**config.mk**
```make
export PLATFORM = sky130hd
export DESIGN_NAME = fetch_stage
export DESIGN_NICKNAME = d
export VERILOG_FILES = /design/src/rtl/fetch_stage_pkg.sv /design/src/rtl/fetch_skid_buf.sv /design/src/rtl/fetch_stage.sv
export SDC_FILE = /design/constraint.sdc
export NUM_CORES = 1
export LEC_CHECK = 0
export BUFFER_PORTS_ARGS = -buffer_cell sky130_fd_sc_hd__buf_4
export CAP_MARGIN = 20
export CORE_ASPECT_RATIO = 0.75
export CORE_MARGIN = 2
export CORE_UTILIZATION = 45
export CTS_CLUSTER_DIAMETER = 200
export CTS_CLUSTER_SIZE = 12
export DETAILED_ROUTE_END_ITERATION = 8
export GPL_TIMING_DRIVEN = 1
export PLACE_DENSITY = 0.71
export SYNTH_ARGS = -nofsm -noshare
export SYNTH_HDL_FRONTEND = slang
export SYNTH_SLANG_ARGS = --single-unit
```
**constraint.sdc**
```tcl
create_clock -name clk -period 6.2 [get_ports clk]
set_input_delay 0.31 -clock clk [delete_from_list [all_inputs] [get_ports clk]]
set_output_delay 0.31 -clock clk [all_outputs]
set_load 0.02 [all_outputs]
```
**src/rtl/fetch_stage_pkg.sv**
```systemverilog
// Shared fetch-stage definitions: NOP word, PC increment, fetch FSM encoding
// and the beq opcode that the hazard unit also decodes.
package fetch_stage_pkg;

  localparam logic [31:0] NOP_INSTR = 32'h0000_0000;
  localparam logic [31:0] PC_INC    = 32'd4;
  localparam logic [5:0]  OPC_BEQ   = 6'b000100;

  typedef enum logic [1:0] {
    BOOT  = 2'd0,
    FETCH = 2'd1,
    HELD  = 2'd2,
    DRAIN = 2'd3
  } fetch_state_e;

  function automatic logic is_beq(input logic [31:0] instr);
    return instr[31:26] == OPC_BEQ;
  endfunction

endpackage

```
**src/rtl/fetch_skid_buf.sv**
```systemverilog
// One-entry skid buffer that parks an acked instruction while IF/ID is frozen.
module fetch_skid_buf (
  input  logic        clk,
  input  logic        reset,
  input  logic        load,
  input  logic        clear,
  input  logic [31:0] load_instr,
  input  logic [31:0] load_pc4,
  output logic [31:0] instr,
  output logic [31:0] pc4,
  output logic        valid
);

  // Clear wins over load so a redirect in the same cycle discards the word
  always_ff @(posedge clk or posedge reset) begin
    if (reset) begin
      instr <= '0;
      pc4   <= '0;
      valid <= 1'b0;
    end else if (clear) begin
      instr <= '0;
      pc4   <= '0;
      valid <= 1'b0;
    end else if (load) begin
      instr <= load_instr;
      pc4   <= load_pc4;
      valid <= 1'b1;
    end
  end

endmodule

```
**src/rtl/fetch_stage.sv**
```systemverilog
// Instruction-fetch stage: PC, imem request handshake and the IF/ID register.
// Define FETCH_PERF_EN to add the saturating stall/flush performance counters.
module fetch_stage
  import fetch_stage_pkg::*;
#(
  parameter logic [31:0] RESET_PC = 32'h0000_0000
) (
  input  logic        clk,
  input  logic        reset,
  input  logic        holdPC,
  input  logic        holdIF_ID,
  input  logic        branch_taken,
  input  logic [31:0] branch_target,
  output logic        imem_req,
  output logic [31:0] imem_addr,
  input  logic        imem_ack,
  input  logic [31:0] imem_rdata,
  output logic [31:0] IF_ID_Instr,
  output logic [31:0] IF_ID_PC4,
  output logic        IF_ID_Valid,
`ifdef FETCH_PERF_EN
  output logic [31:0] perf_stall_cnt,
  output logic [31:0] perf_flush_cnt,
`endif
  output logic        fetch_stall
);

  fetch_state_e state;
  logic [31:0]  pc;
  logic [31:0]  saved_target;
  logic [31:0]  pc_next_seq;
  logic [31:0]  target_aligned;
  logic         fire;
  logic         redirect;
  logic         skid_load;
  logic         skid_clear;
  logic [31:0]  skid_instr;
  logic [31:0]  skid_pc4;
  logic         skid_valid;

  // DRAIN keeps the killed request up so the handshake completes cleanly
  assign imem_req       = (state == DRAIN) || ((state == FETCH) && !holdPC);
  assign imem_addr      = pc;
  assign fire           = imem_req && imem_ack;
  assign fetch_stall    = imem_req && !imem_ack;
  assign redirect       = branch_taken && (state != BOOT);
  assign pc_next_seq    = pc + PC_INC;
  assign target_aligned = branch_target & ~32'h3;

  assign skid_load  = (state == FETCH) && fire && holdIF_ID && !redirect;
  assign skid_clear = redirect || ((state == HELD) && !holdIF_ID);

  fetch_skid_buf u_skid (
    .clk        (clk),
    .reset      (reset),
    .load       (skid_load),
    .clear      (skid_clear),
    .load_instr (imem_rdata),
    .load_pc4   (pc_next_seq),
    .instr      (skid_instr),
    .pc4        (skid_pc4),
    .valid      (skid_valid)
  );

  always_ff @(posedge clk or posedge reset) begin
    if (reset) begin
      state        <= BOOT;
      pc           <= RESET_PC & ~32'h3;
      saved_target <= '0;
      IF_ID_Instr  <= NOP_INSTR;
      IF_ID_PC4    <= '0;
      IF_ID_Valid  <= 1'b0;
    end else if (redirect) begin
      IF_ID_Instr <= NOP_INSTR;
      IF_ID_PC4   <= '0;
      IF_ID_Valid <= 1'b0;
      if (fetch_stall) begin
        saved_target <= target_aligned;
        state        <= DRAIN;
      end else begin
        pc    <= target_aligned;
        state <= FETCH;
      end
    end else begin
      unique case (state)
        BOOT: state <= FETCH;
        FETCH: begin
          if (fire) begin
            pc <= pc_next_seq;
            if (holdIF_ID) begin
              state <= HELD;
            end else begin
              IF_ID_Instr <= imem_rdata;
              IF_ID_PC4   <= pc_next_seq;
              IF_ID_Valid <= 1'b1;
            end
          end else if (!holdIF_ID) begin
            IF_ID_Instr <= NOP_INSTR;
            IF_ID_PC4   <= '0;
            IF_ID_Valid <= 1'b0;
          end
        end
        HELD: begin
          if (!holdIF_ID) begin
            IF_ID_Instr <= skid_instr;
            IF_ID_PC4   <= skid_pc4;
            IF_ID_Valid <= skid_valid;
            state       <= FETCH;
          end
        end
        DRAIN: begin
          if (!holdIF_ID) begin
            IF_ID_Instr <= NOP_INSTR;
            IF_ID_PC4   <= '0;
            IF_ID_Valid <= 1'b0;
          end
          if (imem_ack) begin
            pc    <= saved_target;
            state <= FETCH;
          end
        end
        default: state <= BOOT;
      endcase
    end
  end

`ifdef FETCH_PERF_EN
  always_ff @(posedge clk or posedge reset) begin
    if (reset) begin
      perf_stall_cnt <= '0;
      perf_flush_cnt <= '0;
    end else begin
      if ((fetch_stall || holdPC || holdIF_ID) && (perf_stall_cnt != '1))
        perf_stall_cnt <= perf_stall_cnt + 32'd1;
      if (redirect && (perf_flush_cnt != '1))
        perf_flush_cnt <= perf_flush_cnt + 32'd1;
    end
  end
`endif

endmodule

```
==> metrics.md <==
| Metric | Value |
|---|---|
| Status | finished, final reports clean |
| Placer Congestion | 0.8700 |
| Post-cts gate resize count | 0 |
| Mean instance size in the synthesized netlist | 9.763 sq um |
| Number of standard cells in the layout, taps in and fillers out | between 1000 and 1500 |
| Ports placed on the boundary | roughly 170 |
| Number of buffers inserted for hold repair after clock tree synthesis | 0 |
| Initial Util | 0.4549 |
| Instance area at placement | around 10000 sq um |
| Critical Path Fanout Max | 57 |
| Count of endpoints failing hold in the final timing report | 0 |
| Critical Path Max Stage Delay | 690 ps |
| Synthesis-stage register bit count | 191 |
| Crit end category | flip-flop |
| Combined flip-flop and latch cell area | roughly 4800 sq um |
| Clock Skew | roughly 13 ps |
| Synth async-reset ratio | 1.000 |
| Cell mode on critical path | buf_4 |
| Y dimension of the die | 127.3 microns |
| Top cells by area in the synthesized netlist | dfrtp_1, a21oi_1, a22o_1, nand2_1, mux2_2 |
| Area growth, synth to finish | 21.76% |
| Area share of the largest cell type after synthesis | 0.5241 |
| Syn Inst Count | 934 |
| Die Outline Area | between 20000 and 25000 sq um |
| Antenna cells | 0 |
| Number of antenna violations at the first check in global routing | 0 |
| Layout Nets | 1127 |
| Sum of internal, switching and leakage power | roughly 3.5 mW |
| Sinks on Clock Net | 191 |
| Worst slack at placement | about 2900 ps |
| Worst r2r path cells | 7 |
| Path category of the worst min-delay check | input port to async pin |
| Sum of net half-perimeters after detailed placement | around 16000 microns |
| Number of rows created at floorplan | 45 |
| Final period utilization | 0.5370 |
| RSZ-0062 raised after global routing | no |
| H-tree depth reported by CTS | 4 |
| Number of distinct library cells after synthesis | just under 70 |
| CTS tree | built |
| Netlist area before placement | slightly above 9000 sq um |
| Max IR drop VDD | between 0.2 and 0.25 mV |
| Maximum number of pins on one net before global-route repair | between 100 and 150 |
| Portion of the post-synthesis area used by sequential elements | 0.5241 |
| Fin util | 0.5539 |
| Global-route wire length before repair | roughly 41000 microns |
| Cell chain of the critical path | or2b_2, a21boi_4, buf_4, mux2_2, buf_4, nand2_1, o21ai_0 |
| Cell types with the highest counts after synthesis | dfrtp_1, a21oi_1, nand2_1, nor2_1 |
| Static Leak | slightly above 5 nW |
| Final routed wirelength across all metal layers | between 20000 and 30000 microns |
| Post-Route Hold Slack | approximately 63 ps |
| Library cell with the highest instance count after synthesis | dfrtp_1 |
| Most common flop cell mapped by yosys | dfrtp_1 |
| Count of flip-flops with a built-in enable after synthesis | 0 |
| Post-CTS setup buffer count | 0 |
| Critical Path Sink | u_skid.pc4[15] |
| Total global routing track utilization | 0.2428 |
| Post-synthesis cell type with the largest combined area | dfrtp_1 |
| Horiz. Die Dim | about 170 microns |
| Post-route ant nets | 0 |
| Total count of max-transition violations in the final report | 0 |
| TritonCTS buffer count | 17 |
| Via count of the first global-routing pass | about 7300 |
| Critical Setup Path Class | flip-flop to flip-flop |
| Fillers | roughly 1800 |
| Worst-Skew Late Latency | 430 ps |
| Maximum clock path buffer count | 2 |
| Post-DR wirelength/cell | about 19 microns |
| Data arrival time of the worst path | around 3700 ps |
| DRC Markers | 0 |
| Slew HR | 0.2618 |
| Leftover overflow at the end of global routing | 0 |
| Achievable Freq | between 300 and 400 MHz |
| Vias post-DR | 7770 |
| Library cell contributing the largest single delay on the critical path | dfrtp_1 |
| Setup crit start | state[0] |
| Reg2reg end | u_skid.pc4[15] |
| Clock transition at the registers of the reported paths | around 70 ps |
| Cell area after layout | around 11000 sq um |
| Least-Margin Pin Slew | approximately 1100 ps |
| DR iter-0 viols | ~700 |
| Min setup slack post-route | around 2900 ps |
| Startpoint kind of the worst setup timing path | flip-flop |
| Worst reg2reg path startpoint | state[0] |
| Clock period minus worst slack | around 3300 ps |
| Final number of setup-violating endpoints | 0 |
| Required @ worst endpoint | around 6500 ps |
| Number of synthesis warnings | 0 |
| Iteration count of the initial detailed-routing pass | 5 |
| Fin Setup TNS | 0 ps |
| Max Cap Viol | 0 |
| Clock root buffer | clkbuf_16 |
| Power per standard cell area | between 300 and 400 nW/um^2 |
| Ratio of cells with drive above 1 in the final layout | 0.2507 |
| Flop-to-flop setup slack | approximately 2900 ps |
| CORE AREA | between 20000 and 25000 sq um |
| Area occupied by multi-input gates | 3968 sq um |
| Placed instance count | about 1300 |
| Detailed-route vias per instance | a little under 6 |
| Quantity of I/O buffers inserted on ports | between 150 and 200 |
==> how the worst min path moves through the flow <==
stage	slack [ps]	start	to
floorplan	440	u_skid.pc4[1]	u_skid.pc4[1]
finish	60	reset	IF_ID_PC4[1]
global placement	460	u_skid.pc4[27]	u_skid.pc4[27]
detailed placement	470	u_skid.pc4[25]	u_skid.pc4[25]
global route	100	imem_rdata[9]	u_skid.instr[9]
CTS	100	reset	u_skid.pc4[1]
==> state kept, by name, indices dropped and copies added (netlist names) <==
name / flops
IF_ID_Instr: 32
IF_ID_PC4: 32
IF_ID_Valid: 1
imem_addr: 30
saved_target: 30
state: 2
u_skid.instr: 32
u_skid.pc4: 31
u_skid.valid: 1
==> metal layers <==
metal	track usage	share of wire	vias to the layer above	routed length, microns
li1	-	-	3597	-
met1	0.3640	0.47	3872	12200
met2	0.3658	0.45	287	11540
met3	0.05545	0.067	14	1729
met4	0.04310	0.0093	0	240
met5	0	0	-	0
==> cell usage in the layout, fill, tap and decap left out, types with 11 or more instances in the layout <==
cell type,n
a211oi_1,21
nor2_1,77
nand2_1,111
mux2_2,31
clkbuf_16,17
buf_4,178
a21o_1,11
xnor2_1,18
inv_1,14
a22o_1,48
o21ai_0,59
a21oi_1,115
o31ai_1,35
nand3_1,16
dfrtp_1,191
==> logic make-up (layout without fill, tap and decap cells) <==
group	after synthesis	in the layout	synth area share
other	1	2	0.0004112
multiplexers	31	31	0.03828
flip-flops	191	191	0.5241
adder cells (fa/ha/maj)	1	1	0.001372
AO/OA/AOI/OAI	331	331	0.2337
buffers and inverters	93	227	0.04514
XOR/XNOR	28	28	0.02772
AND/OR/NAND/NOR	258	258	0.1293
==> power by group <==
part           leakage, nW  total [mW]  switching (mW)  internal, mW
Clock                0.284        1.15           0.505         0.641
Combinational         2.38       0.832           0.494         0.338
Sequential            2.49        1.57           0.168          1.40
==> layout make-up <==
type                       count  share of cell area
inverter                      16            0.006085
timing repair buffer         179              0.1222
multi-input combinational    651              0.3573
tap                          258             0.02907
sequential                   191              0.4305
clock buffer                  17             0.03831
clock inverter                15             0.01657
==> critical path, delay by kind of cell (launching register included) <==
kind / cells / cell delay, ps
buffers and inverters: 2 / 1080
DFF: 1 / 690
muxes: 1 / 640
and+or+nand+nor: 2 / 450
AOI/OAI and AO/OA: 2 / 310
Note: power is estimated with default switching activity, not from simulation.
